## src/rtl/mlp_feature_sequencer.sv

```systemverilog
`default_nettype none
// ============================================================================
// Module      : mlp_feature_sequencer
// Description : Sequential wrapper around a combinational printed MLP stage.
//               Packs FEAT_W-bit features into the MLP input vector, waits
//               SETTLE_CYCLES for the slow logic to settle, captures the MLP
//               result and offers it on a valid/ready port.
//               Optional macro FEAT_LAST_CHECK_EN enables s_last frame checks.
// Revision    : 1.0 - initial release
// ============================================================================
module mlp_feature_sequencer #(
   parameter int N_FEAT        = 4,
   parameter int FEAT_W        = 4,
   parameter int OUT_W         = 19,
   parameter int SETTLE_CYCLES = 3
) (
   input  logic                     clk,
   input  logic                     rst_n,
   input  logic                     s_valid,
   output logic                     s_ready,
   input  logic [FEAT_W-1:0]        s_data,
   input  logic                     s_last,
   output logic [N_FEAT*FEAT_W-1:0] mlp_inp,
   input  logic [OUT_W-1:0]         mlp_out,
   output logic                     m_valid,
   input  logic                     m_ready,
   output logic [OUT_W-1:0]         m_data,
   output logic                     busy,
   output logic                     frame_err
);

   localparam int IDX_W = (N_FEAT > 1) ? $clog2(N_FEAT) : 1;
   localparam int VEC_W = N_FEAT * FEAT_W;

   localparam logic [1:0] c_st_load   = 2'd0;
   localparam logic [1:0] c_st_settle = 2'd1;
   localparam logic [1:0] c_st_out    = 2'd2;

   localparam logic [IDX_W-1:0] c_last_idx    = IDX_W'(N_FEAT - 1);
   localparam logic [7:0]       c_settle_init = 8'(SETTLE_CYCLES - 1);

   logic [1:0]       r_state;
   logic [1:0]       w_state_nxt;
   logic [IDX_W-1:0] r_idx;
   logic [7:0]       r_cnt;
   logic [VEC_W-1:0] r_mlp_inp;
   logic [OUT_W-1:0] r_m_data;

   logic w_accept;
   logic w_last_slot;
   logic w_last_err;
   logic w_frame_done;

   assign w_accept     = s_valid && s_ready;
   assign w_last_slot  = (r_idx == c_last_idx);
   assign w_frame_done = w_accept && w_last_slot && !w_last_err;

`ifdef FEAT_LAST_CHECK_EN
   logic r_frame_err;

   // A frame is bad when s_last disagrees with the slot being written
   assign w_last_err = w_accept && (s_last != w_last_slot);

   // One-cycle error pulse in the cycle following the offending accept
   always_ff @(posedge clk or negedge rst_n) begin
      if (!rst_n) begin
         r_frame_err <= 1'b0;
      end else begin
         r_frame_err <= w_last_err;
      end
   end

   assign frame_err = r_frame_err;
`else
   logic w_unused_last;

   assign w_last_err    = 1'b0;
   assign w_unused_last = s_last;
   assign frame_err     = 1'b0;
`endif

   // State register
   always_ff @(posedge clk or negedge rst_n) begin
      if (!rst_n) begin
         r_state <= c_st_load;
      end else begin
         r_state <= w_state_nxt;
      end
   end

   // Next-state logic
   always_comb begin
      w_state_nxt = r_state;
      case (r_state)
         c_st_load: begin
            if (w_frame_done) begin
               w_state_nxt = c_st_settle;
            end
         end
         c_st_settle: begin
            if (r_cnt == 8'd0) begin
               w_state_nxt = c_st_out;
            end
         end
         c_st_out: begin
            if (m_ready) begin
               w_state_nxt = c_st_load;
            end
         end
         default: begin
            w_state_nxt = c_st_load;
         end
      endcase
   end

   // Handshake and status outputs decoded purely from the state register
   always_comb begin
      s_ready = 1'b0;
      m_valid = 1'b0;
      busy    = 1'b0;
      case (r_state)
         c_st_load: begin
            s_ready = 1'b1;
         end
         c_st_settle: begin
            busy = 1'b1;
         end
         c_st_out: begin
            m_valid = 1'b1;
            busy    = 1'b1;
         end
         default: begin
            s_ready = 1'b0;
         end
      endcase
   end

   // Feature packing, settle countdown and result capture
   always_ff @(posedge clk or negedge rst_n) begin
      if (!rst_n) begin
         r_idx     <= '0;
         r_cnt     <= '0;
         r_mlp_inp <= '0;
         r_m_data  <= '0;
      end else begin
         if (w_accept) begin
            r_mlp_inp[r_idx*FEAT_W +: FEAT_W] <= s_data;
            if (w_last_slot || w_last_err) begin
               r_idx <= '0;
            end else begin
               r_idx <= r_idx + 1'b1;
            end
            if (w_frame_done) begin
               r_cnt <= c_settle_init;
            end
         end
         if (r_state == c_st_settle) begin
            if (r_cnt != 8'd0) begin
               r_cnt <= r_cnt - 8'd1;
            end else begin
               r_m_data <= mlp_out;
            end
         end
      end
   end

   assign mlp_inp = r_mlp_inp;
   assign m_data  = r_m_data;

endmodule
`default_nettype wire

```

## config.mk

```make
export PLATFORM = sky130hd
export DESIGN_NAME = mlp_feature_sequencer
export DESIGN_NICKNAME = d
export VERILOG_FILES = /design/src/rtl/mlp_feature_sequencer.sv
export SDC_FILE = /design/constraint.sdc
export NUM_CORES = 1
export LEC_CHECK = 0
export CAP_MARGIN = 20
export CORE_MARGIN = 10
export CORE_UTILIZATION = 50
export DETAILED_ROUTE_END_ITERATION = 8
export GPL_ROUTABILITY_DRIVEN = 0
export HOLD_SLACK_MARGIN = 0.03
export PLACE_DENSITY_LB_ADDON = 0.05
export SYNTH_ARGS = -nofsm -noshare
export SYNTH_HDL_FRONTEND = slang
export SYNTH_SLANG_ARGS = --single-unit
```

## constraint.sdc

```tcl
create_clock -name clk -period 6.16 [get_ports clk]
set_clock_uncertainty 0.2 [all_clocks]
set_input_delay 1.232 -clock clk [delete_from_list [all_inputs] [get_ports clk]]
set_output_delay 1.232 -clock clk [all_outputs]
set_load 0.01 [all_outputs]
```

Word-level counts from Yosys, hierarchy flattened
Cells that the tools add are included.
Cells by class
  $add $sub $neg: 3
  equal/unequal tests: 6
  bitwise operators: 1
  reductions and logical operators: 8
  mux-type cells: 13
  shifts and indexed selects: 2
Operators with widths (number)
  4-bit negator with 34-bit output: 1
  4-bit by 34-bit variable shift with 16-bit output, first input constant: 1
  4-bit by 34-bit variable part select with 16-bit output: 1
  8-bit 2-to-1 mux: 4
  16-bit bitwise mux: 1
  8-bit zero test: 1
  2-bit 2-to-1 mux: 4
  8-bit nonzero test: 1
  8-bit by 1-bit subtractor with 8-bit output, second input constant: 1
  2-bit inequality test, second input constant: 3
  2-bit one-hot mux with 3 select lines: 1
  2-bit == test, second input constant: 2
  1-bit 2-to-1 mux: 3
  3-bit AND reduction: 1
  2-bit by 1-bit adder with 2-bit output, second input constant: 1
  2-bit by 1-bit == test with 1-bit output, second input constant: 1
  1-bit logical AND: 2
  2-bit zero test: 1
  2-bit AND reduction: 1
  2-bit OR reduction: 1
  1-bit inverter: 1
Storage, ports and cells
  flip-flop bits (word level): 47
  bits of input ports: 28

Longest topological paths before layout
  depth in word-level cells: 8
  gate-level depth with buffers: 7

Worst setup path before layout
OpenSTA, ideal clock, no wires.
  path kind: input to register
  start: input s_valid
  end: register r_state[1]
  slack: 3758 ps
  setup time: 125 ps
  arrival: 2077 ps
  required time: 5835 ps
  stages: 3
  cell sequence: nand3_1 -> a211oi_2 -> mux2_2
Between the ends
  longest elaborated chain between the ends: 4
Ends and longest elaborated chain
  start, declared: line 19  | input logic s_valid,
  1-bit logical AND: line 54  | assign w_accept = s_valid && s_ready;
  1-bit logical AND: line 56  | assign w_frame_done = w_accept && w_last_slot && !w_last_err;
  2-bit inequality test (no line)
  3-bit AND reduction (no line)
  end signal, assigned: line 85  | r_state <= c_st_load;
  end signal, assigned: line 87  | r_state <= w_state_nxt;
  end, declared: line 42  | logic [1:0] r_state;
No other way between the ends.
A chain may end at the register's enable or synchronous reset.

Final worst setup path
  start: register r_state[1]
  end: output s_ready
Between the ends
  longest elaborated chain between the ends: 2
Ends and longest elaborated chain
  2-bit zero test: line 121  | case (r_state)
  1-bit 2-to-1 mux: line 121
  end, declared: line 20  | output logic s_ready,
No other way between the ends.

==> flow_summary.toml <==
[logic_synthesis]
synth_most_common_cell = "dfrtp_1"
synth_common_cells = "47 x dfrtp_1, 17 x a22o_1, 12 x mux2_2, 11 x ha_1, 10 x mux2_4"
synth-edff-count = 0
synth_fa_ha_area_share_pct = 6.421
muxShareOfSynthArea_pct = 13.31
synthFlopType = "dfrtp_1"
syn_nets = 193
avgSynthCellArea_um2 = 13.92
synth.distinct_cells = 34
synth_seq_cells = 47
yosysWarnings = 0
synth_top_family_by_area = "multiplexers"
yosysTopAreaCell = "dfrtp_1"
async_reset_ff_share_pct = 100.0
synth-xor-area-share_pct = 0.4086
synth_top_area_share_pct = 54.87
ys_seq_area_share_pct = 54.87
synth_area_leaders = "dfrtp_1 55%, mux2_4 7.0%, a22o_1 6.9%"
syn_area_mm2 = 0.002143
synthCells = 154
yosys.area_share.simple_pct = 9.982
synth_compound_area_share_pct = 12.32

[worst_setup_path]
cp_slowest_cell = "clkdlybuf4s50_1"
required_ps = 4730
cp.arrival_ps = 1780
worstReg2RegStart = "r_state[1]"
rr_endpoint = "r_state[1]"
endpoint = "s_ready"
r2r_cells = 5
cp.depth = 3
startpoint = "r_state[1]"
crit_chain = "inv_1 > ha_1 > clkdlybuf4s50_1"
path_buf_inv = 2
crit_path_start_kind = "flip-flop"
crit_type = "reg -> out"
timing.critical_path.to_type = "primary output"
cp_top_family = "buffers and inverters"
rrSetupSlack_ps = 3870
crit_path_max_incr_delay_ps = 610
cp_max_fo = 8

[finish]
drive_above_1_share_pct = 17.04
antenna_cells = 0
nets = 261
area_growth_pct = 37.42
fillCellCount = 282

[place]
dp_slack_ps = 3003
port_buffers = 64
place_hpwl_um = 3960

[floorplanning]
die_area_mm2 = 0.007305
boundaryPins = 67
initial_utilization_pct = 52.45
coreArea_mm2 = 0.004086
die_w_um = 85.47
die_h_um = 85.47
num_rows = 23

[clock_network]
worstSkewPairLatency_ps = 300
post-cts-setup-buffers = 0
cts_root_buffer = "clkbuf_8"
clock_path_buffers = 2
cts_sinks = 47
cts_buffers = 5
cts.htree.levels = 2
clk_pin_slew_ps = 90
cts_tree = "yes"
holdBufCountCts = 0
ctsResizeCount = 0

[pwr]
power.density_mw_per_mm2 = 510.5
irDropWorstVdd_uv = 277.2
internal-power_uw = 990.5
swShare_pct = 34.13
totalPowerFinal_uw = 1504
power_frac_clock_pct = 15.3
pwr-share-seq_pct = 36.6
power.leakage_uw = 0.001353
p_switching_uw = 513.2
power_frac_comb_pct = 48.1

[routing]
drtIter0Drc = 57
vias = 1516
routed_wirelength_um = 5136
postRouteAntennaNets = 0
first_pass_iters = 4
drc_errors = 0
wire_per_inst_um = 18.81
viasPerCell = 5.553

[sta]
slew_headroom_pct = 54.83
drv_slew = 0
tightest_slew_ps = 668.2
hold_slack_ps = 311.2
hold_viol_final = 0
fmax_ghz = 0.3115
fin_crit_sh_pct = 52.12
rsz0062_at_grt = "false"
setup_viol = 0
fin_ws_ps = 2950
fin_setup_tns_ps = 0
period_needed_ps = 3210

[global_route]
grt_pass1_vias = 1648
antenna_found_initial = 0
gr-total-overflow = 0
grt_use_total_pct = 14.29
grt_pass1_wl_um = 8355
grt_max_degree = 48

[flow_run]
drv_cap = 0

[min_path]
hold_class = "reg -> reg"

[status]
status = "complete, no violations"
registers in the layout, indices dropped and copies added (netlist names):
register / cells
m_data: 19
mlp_inp: 16
r_cnt: 8
r_idx: 2
r_state: 2
worst reg2reg max path: stages, from the launching register on:
cell	delay (ps)
dfrtp_1	410
inv_1	120
ha_1	340
nand3_1	380
a211oi_2	370
mux2_2	360
area by class of cell:
cell class,instances,area [µm²],area share (%)
Sequential cell,47,1176,39.93
Multi-Input combinational cell,97,913.4,31.01
Timing Repair Buffer,65,655.6,22.26
Clock buffer,5,68.82,2.336
Tap cell,50,62.56,2.124
Clock inverter,3,46.29,1.572
Inverter,6,22.52,0.7647
metal layers:
layer / wire length [µm] / vias up / global-route usage, %
met2: 2744 / 44 / 25.82
met4: 107 / 0 / 5.389
li1: - / 700 / -
met1: 1997 / 762 / 14.77
met5: 0 / - / 0
met3: 287 / 10 / 4.971
power by group through the flow:
stage          registers (µW)  logic, µW  clock network, µW
2_1_floorplan             586        358                  0
3_3_place_gp              541        701                  0
3_5_place_dp              556        729                  0
4_1_cts                   551        737                234
5_1_grt                   568        786                246
6_report                  550        724                230
logic make-up (layout without fill, tap and decap cells):
group / after synthesis / after routing
AO/OA/AOI/OAI: 31 / 31
XOR/XNOR: 1 / 1
adder cells (fa/ha/maj): 11 / 11
buffers and inverters: 10 / 79
flip-flops: 47 / 47
multiplexers: 22 / 22
other: 1 / 1
AND/OR/NAND/NOR: 31 / 31
stage by stage:
step                cells  cell area, µm²  utilization, %
floorplan             154            2143               -
global placement      264            2810           68.77
detailed placement    264            2810           68.77
CTS                   272            2925           71.59
global route          273            2945           72.08
finish                273            2945           72.08
how the worst min path moves through the flow:
stage               from         to  slack, ps  cells past startpoint
5_1_grt        m_data[6]  m_data[6]        330                      1
3_3_place_gp   m_data[6]  m_data[6]        290                      1
2_1_floorplan   r_cnt[0]   r_cnt[0]        290                      1
4_1_cts        m_data[5]  m_data[5]        320                      1
3_5_place_dp   m_data[5]  m_data[5]        290                      1
6_report       m_data[0]  m_data[0]        310                      1
layout by cell type, fill, tap and decap left out, types with 2 or more instances in the layout:
cell and n:
clkdlybuf4s50_1 63, dfrtp_1 47, a22o_1 17, mux2_2 12, ha_1 11, mux2_4 10, inv_1 6, nor3_1 6
nand3_1 5, clkbuf_8 5, a21o_1 4, and3_1 3, a211o_1 3, nor4b_1 3, nand2b_1 2, or3_1 2
o21ai_0 2, nand2_1 2
Note: power is estimated with default switching activity, not from simulation.
